[config.mk]
export PLATFORM = sky130hd
export DESIGN_NAME = missile_fire_scheduler
export DESIGN_NICKNAME = d
export VERILOG_FILES = /design/src/rtl/missile_fire_scheduler.sv
export SDC_FILE = /design/constraint.sdc
export NUM_CORES = 1
export LEC_CHECK = 0
export CORE_MARGIN = 2
export CORE_UTILIZATION = 26
export CTS_BUF_LIST = sky130_fd_sc_hd__clkbuf_8
export DETAILED_ROUTE_END_ITERATION = 7
export GPL_ROUTABILITY_DRIVEN = 0
export PLACE_DENSITY_LB_ADDON = 0.05
export SLEW_MARGIN = 5
export SYNTH_ARGS = -nofsm -noshare
export SYNTH_HDL_FRONTEND = slang
export SYNTH_SLANG_ARGS = --single-unit
[constraint.sdc]
create_clock -name clk -period 13.5 [get_ports clk]
set_input_delay 2.7 -clock clk [delete_from_list [all_inputs] [get_ports clk]]
set_output_delay 2.7 -clock clk [all_outputs]
set_load 0.01 [all_outputs]
[src/rtl/missile_fire_scheduler.sv]
`default_nettype none
// +----------------------------------------------------------------------------+
// | Module     : missile_fire_scheduler                                        |
// | Description: Fire-button edge detect, cooldown FSM, lowest-free missile    |
// |              slot allocation/occupancy tracking and shared motion tick.    |
// | Revision   : 1.0  initial release                                          |
// +----------------------------------------------------------------------------+
module missile_fire_scheduler #(
   parameter int NUM_SLOTS   = 8,
   parameter int COOLDOWN    = 250000,
   parameter int MOVE_PERIOD = 250000,
   parameter int COL_W       = 12
) (
   input  logic                           clk,
   input  logic                           rst,
   input  logic                           fire_btn,
   input  logic [COL_W-1:0]               player_col,
   input  logic                           clear,
   input  logic [NUM_SLOTS-1:0]           slot_done,
   output logic [NUM_SLOTS-1:0]           launch,
   output logic [COL_W-1:0]               launch_col,
   output logic [NUM_SLOTS-1:0]           slot_busy,
   output logic [$clog2(NUM_SLOTS+1)-1:0] active_cnt,
   output logic                           fire_ready,
   output logic                           fire_dropped,
   output logic                           move_tick
);

   localparam int c_CNT_W = $clog2(NUM_SLOTS+1);
   localparam int c_CD_W  = $clog2(COOLDOWN+1);
   localparam int c_MV_W  = $clog2(MOVE_PERIOD);
   localparam logic [c_CD_W-1:0] c_CD_LOAD = c_CD_W'(COOLDOWN-1);
   localparam logic [c_CD_W-1:0] c_CD_ONE  = c_CD_W'(1);
   localparam logic [c_MV_W-1:0] c_MV_LAST = c_MV_W'(MOVE_PERIOD-1);
   localparam logic [c_MV_W-1:0] c_MV_ONE  = c_MV_W'(1);

   typedef enum logic [1:0] {
      S_READY    = 2'd0,
      S_LAUNCH   = 2'd1,
      S_COOLDOWN = 2'd2
   } state_t;

   state_t                r_state;
   state_t                w_state_nxt;
   logic                  r_fire_q;
   logic [c_CD_W-1:0]     r_cd_cnt;
   logic [c_MV_W-1:0]     r_mv_cnt;
   logic                  w_fire_rise;
   logic                  w_accept;
   logic [NUM_SLOTS-1:0]  w_alloc;
   logic [NUM_SLOTS-1:0]  w_busy_nxt;
   logic [c_CNT_W-1:0]    w_cnt_nxt;

   assign w_fire_rise = fire_btn & ~r_fire_q;
   assign w_accept    = w_fire_rise & (r_state == S_READY) & ~(&slot_busy) & ~clear;
   assign fire_ready  = (r_state == S_READY);
   assign move_tick   = (r_mv_cnt == c_MV_LAST);

   // Scan downward so the last assignment wins: lowest free index.
   always_comb begin
      w_alloc = '0;
      for (int i = NUM_SLOTS-1; i >= 0; i--) begin
         if (!slot_busy[i]) begin
            w_alloc    = '0;
            w_alloc[i] = 1'b1;
         end
      end
   end

   always_comb begin
      w_busy_nxt = (slot_busy & ~slot_done) | (w_accept ? w_alloc : '0);
      if (clear)
         w_busy_nxt = '0;
   end

   always_comb begin
      w_cnt_nxt = '0;
      for (int i = 0; i < NUM_SLOTS; i++)
         w_cnt_nxt = w_cnt_nxt + c_CNT_W'(w_busy_nxt[i]);
   end

   always_comb begin
      w_state_nxt = r_state;
      case (r_state)
         S_READY:    if (w_accept) w_state_nxt = S_LAUNCH;
         S_LAUNCH:   w_state_nxt = S_COOLDOWN;
         S_COOLDOWN: if (r_cd_cnt == '0) w_state_nxt = S_READY;
         default:    w_state_nxt = S_READY;
      endcase
   end

   always_ff @(posedge clk) begin
      if (rst) begin
         r_state      <= S_READY;
         r_fire_q     <= 1'b0;
         r_cd_cnt     <= '0;
         launch       <= '0;
         launch_col   <= '0;
         slot_busy    <= '0;
         active_cnt   <= '0;
         fire_dropped <= 1'b0;
      end else begin
         r_state      <= w_state_nxt;
         r_fire_q     <= fire_btn;
         launch       <= w_accept ? w_alloc : '0;
         slot_busy    <= w_busy_nxt;
         active_cnt   <= w_cnt_nxt;
         fire_dropped <= w_fire_rise & ~w_accept;
         if (w_accept)
            launch_col <= player_col;
         if (r_state == S_LAUNCH)
            r_cd_cnt <= c_CD_LOAD;
         else if (r_state == S_COOLDOWN && r_cd_cnt != '0)
            r_cd_cnt <= r_cd_cnt - c_CD_ONE;
      end
   end

   always_ff @(posedge clk) begin
      if (rst || r_mv_cnt == c_MV_LAST)
         r_mv_cnt <= '0;
      else
         r_mv_cnt <= r_mv_cnt + c_MV_ONE;
   end

endmodule
`default_nettype wire

==> summary.md <==
| Metric | Value |
|---|---|
| Yosys cell types | 42 |
| Final wirelength | 6925 um |
| Width of the die | 113.5 um |
| Remaining antenna violation count | 0 |
| Met2 usage | 0.1764 |
| Post-Synth Simple-Gate Area | 0.2642 |
| Register area share after synthesis | 0.4625 |
| Most frequent cell after synthesis | nor2_1 |
| Synth area leaders | dfxtp_1 (46%), nor2_1 (8.9%), mux2i_1 (4.5%) |
| First-pass GRT wire length | 11850 um |
| CP max FO | 11 |
| Die Area | 0.01288 mm2 |
| CTS root buffer | clkbuf_8 |
| Num Clock Sinks | 72 |
| # resized after CTS | 0 |
| Final max-slew violation count | 0 |
| Synth async-reset ratio | 0 |
| Critical Path End Type | flop |
| Initial antenna violation count | 0 |
| Critical path launch point type | input pin |
| Die Y | 113.5 um |
| Largest family of logic cells by synthesized area | simple AND/OR/NAND/NOR gates |
| Worst clock skew | 0.009633 ns |
| YS warnings | 0 |
| Final hold violations | 0 |
| Vias in the first global route | 2566 |
| Syn nets | 385 |
| Worst slew pin tran | 0.9441 ns |
| XOR/XNOR Fraction of Synth Area | 0.07306 |
| Setup crit start | clear |
| Fin crit share | 0.4679 |
| Pleak | 1.535 nW |
| Status | completed |
| Post-route setup slack | 7.183 ns |
| Slew headroom | 0.3702 |
| Tmin final | 6.317 ns |
| CORE AREA | 0.01156 mm2 |
| Effective utilization at floorplan | 0.2695 |
| Placed wire-length estimate | 4880 um |
| H-tree depth | 3 |
| Post-synthesis adder-cell area fraction | 0.04576 |
| Filler cells | 1222 |
| Met3 GRT Util | 0.03294 |
| CP Class | in -> reg |
| Largest net degree at the start of global routing | 39 |
| Commonest register cell after synthesis | dfxtp_1 |
| Max Cap Viol | 0 |
| Worst r2r src | r_state[1] |
| Final hold slack | 0.4725 ns |
| Hold path start | r_mv_cnt[0] |
| Reg clk slew, reported paths | 0.08 ns |
| WP data arrival | 6.56 ns |
| ANT cells | 0 |
| Area growth from synthesis to layout | 29.02% |
| Final number of setup-violating endpoints | 0 |
| Hold-fix buffer count after cts | 0 |
| GR Overflow Total | 0 |
| Clock Latency Late Sink | 0.36 ns |
| IO Port Bufs | 58 |
| Via count | 2513 |
| WP data required | 13.74 ns |
| Vias per inst | 4.528 |
| GR peak layer | met2 |
| CTS buffer count | 9 |
| Layout cells sized above 1 | 0.06311 |
| Mux contribution to synthesized area | 0.04857 |
| Dpl ws | 6.748 ns |
| Wire per inst | 12.48 um |
| Met1 usage | 0.1455 |
| Tightest Hold Check Type | reg -> reg |
| Largest area contributor in the netlist | dfxtp_1 |
| Post-CTS setup buffer count | 0 |
| Cells after Synth | 352 |
| Peak supply drop | 0.00003573 V |
| Top cell type's share of synthesized area | 0.4625 |
| GRT Total Usage | 0.1169 |
| Drt first-iter violations | 50 |
| CTS max path bufs | 2 |
| Max Freq | 0.1583 GHz |
| RSZ-0062 raised after global routing | false |
| Count of flip-flops with a built-in enable after synthesis | 0 |
| Avg Cell Area, Syn | 8.854 um2 |
| Layout net count | 441 |
| Area fraction in compound gates after synthesis | 0.06865 |
| Setup tns final | 0 ns |
| Core Rows | 39 |
| I/O pin count | 59 |
| DRC viols | 0 |
| Multi-input gate area in the final layout | 0.001563 mm2 |
| First-pass detailed-route iteration total | 4 |
| CTS tree | done |
| Register Area | 0.001441 mm2 |
| Synth Register Bits | 72 |
| P per Cell Area | 111.4 mW/mm2 |
| Synth top cells by count | nor2_1 (74), dfxtp_1 (72) |
| Synthesized area | 0.003117 mm2 |
==> final cells by class <==
class                      instances  share of cell area
clock buffer                      10             0.03423
clock inverter                     5             0.01213
inverter                          15             0.01400
multi-input combinational        250              0.3886
sequential                        72              0.3584
tap                              143             0.04449
timing repair buffer              60              0.1481
==> layout by cell type, fill, tap and decap left out, drive strengths merged, types with 3 or more instances in the layout <==
cell            n
or2             5
nand2          15
clkdlybuf4s50  58
clkbuf         10
nor4            5
nand3          15
mux2i          14
a211oi          7
a31oi           3
nor2           74
nor3b           4
nand2b          3
nor2b           4
fa              4
clkinv          3
a21oi          12
ha              5
xnor2          12
nor4b           4
o21ai           3
inv            16
nor3           15
xor2           14
dfxtp          72
nand4           7
or3             5
==> sequential cells by signal (all words and copies together) (netlist names) <==
name and cells:
active_cnt 4, fire_dropped 1, launch 8, launch_col 12, r_cd_cnt 18, r_fire_q 1
r_mv_cnt 18, r_state 2, slot_busy 8
==> routing by layer <==
| layer | vias up | routed length (um) |
|---|---|---|
| li1 | 1307 | - |
| met1 | 1149 | 3453 |
| met2 | 43 | 3006 |
| met3 | 14 | 245 |
| met4 | 0 | 220 |
| met5 | - | 0 |
==> cell families (layout without fill, tap and decap cells) <==
logic type / after synthesis / after routing
mux: 15 / 15
compound gates: 33 / 33
flops: 72 / 72
xor+xnor: 26 / 26
fa+ha+maj: 9 / 9
simple gates: 167 / 167
buf+inv: 30 / 90
==> worst paths after layout <==
path / to / slack [ns] / depth (start not counted)
worst min-delay path: r_mv_cnt[0] / 0.47 / 1
worst max register to register: active_cnt[2] / 9.61 / 12
worst max-delay path: active_cnt[2] / 7.18 / 13
worst min register to register: r_mv_cnt[0] / 0.47 / 1
==> through the flow <==
step	instances	util	power, mW	area, um2
final	555	0.3477	0.4481	4021
after global routing	555	0.3477	0.4732	4021
after CTS	555	0.3477	0.4582	4021
after detailed placement	540	0.3316	0.2858	3835
after global placement	540	0.3316	0.2858	3835
after floorplan	352	-	0.2649	3117
==> where the power goes <==
group / switching, mW / total, mW / internal [mW]
combinational: 0.0293 / 0.0558 / 0.0264
sequential: 0.00577 / 0.225 / 0.219
clock: 0.0799 / 0.168 / 0.0877
total: 0.115 / 0.448 / 0.333
==> critical path, stage by stage <==
cell	delay (ns)
clkdlybuf4s50_1	0.58
nor2_1	0.17
nand3_1	0.30
nor3b_1	0.50
a31oi_1	0.16
or2_2	0.31
fa_1	0.53
inv_1	0.05
fa_1	0.43
ha_1	0.22
fa_1	0.38
xnor2_1	0.17
nor2_1	0.05
(Power assumes the default switching activity.)
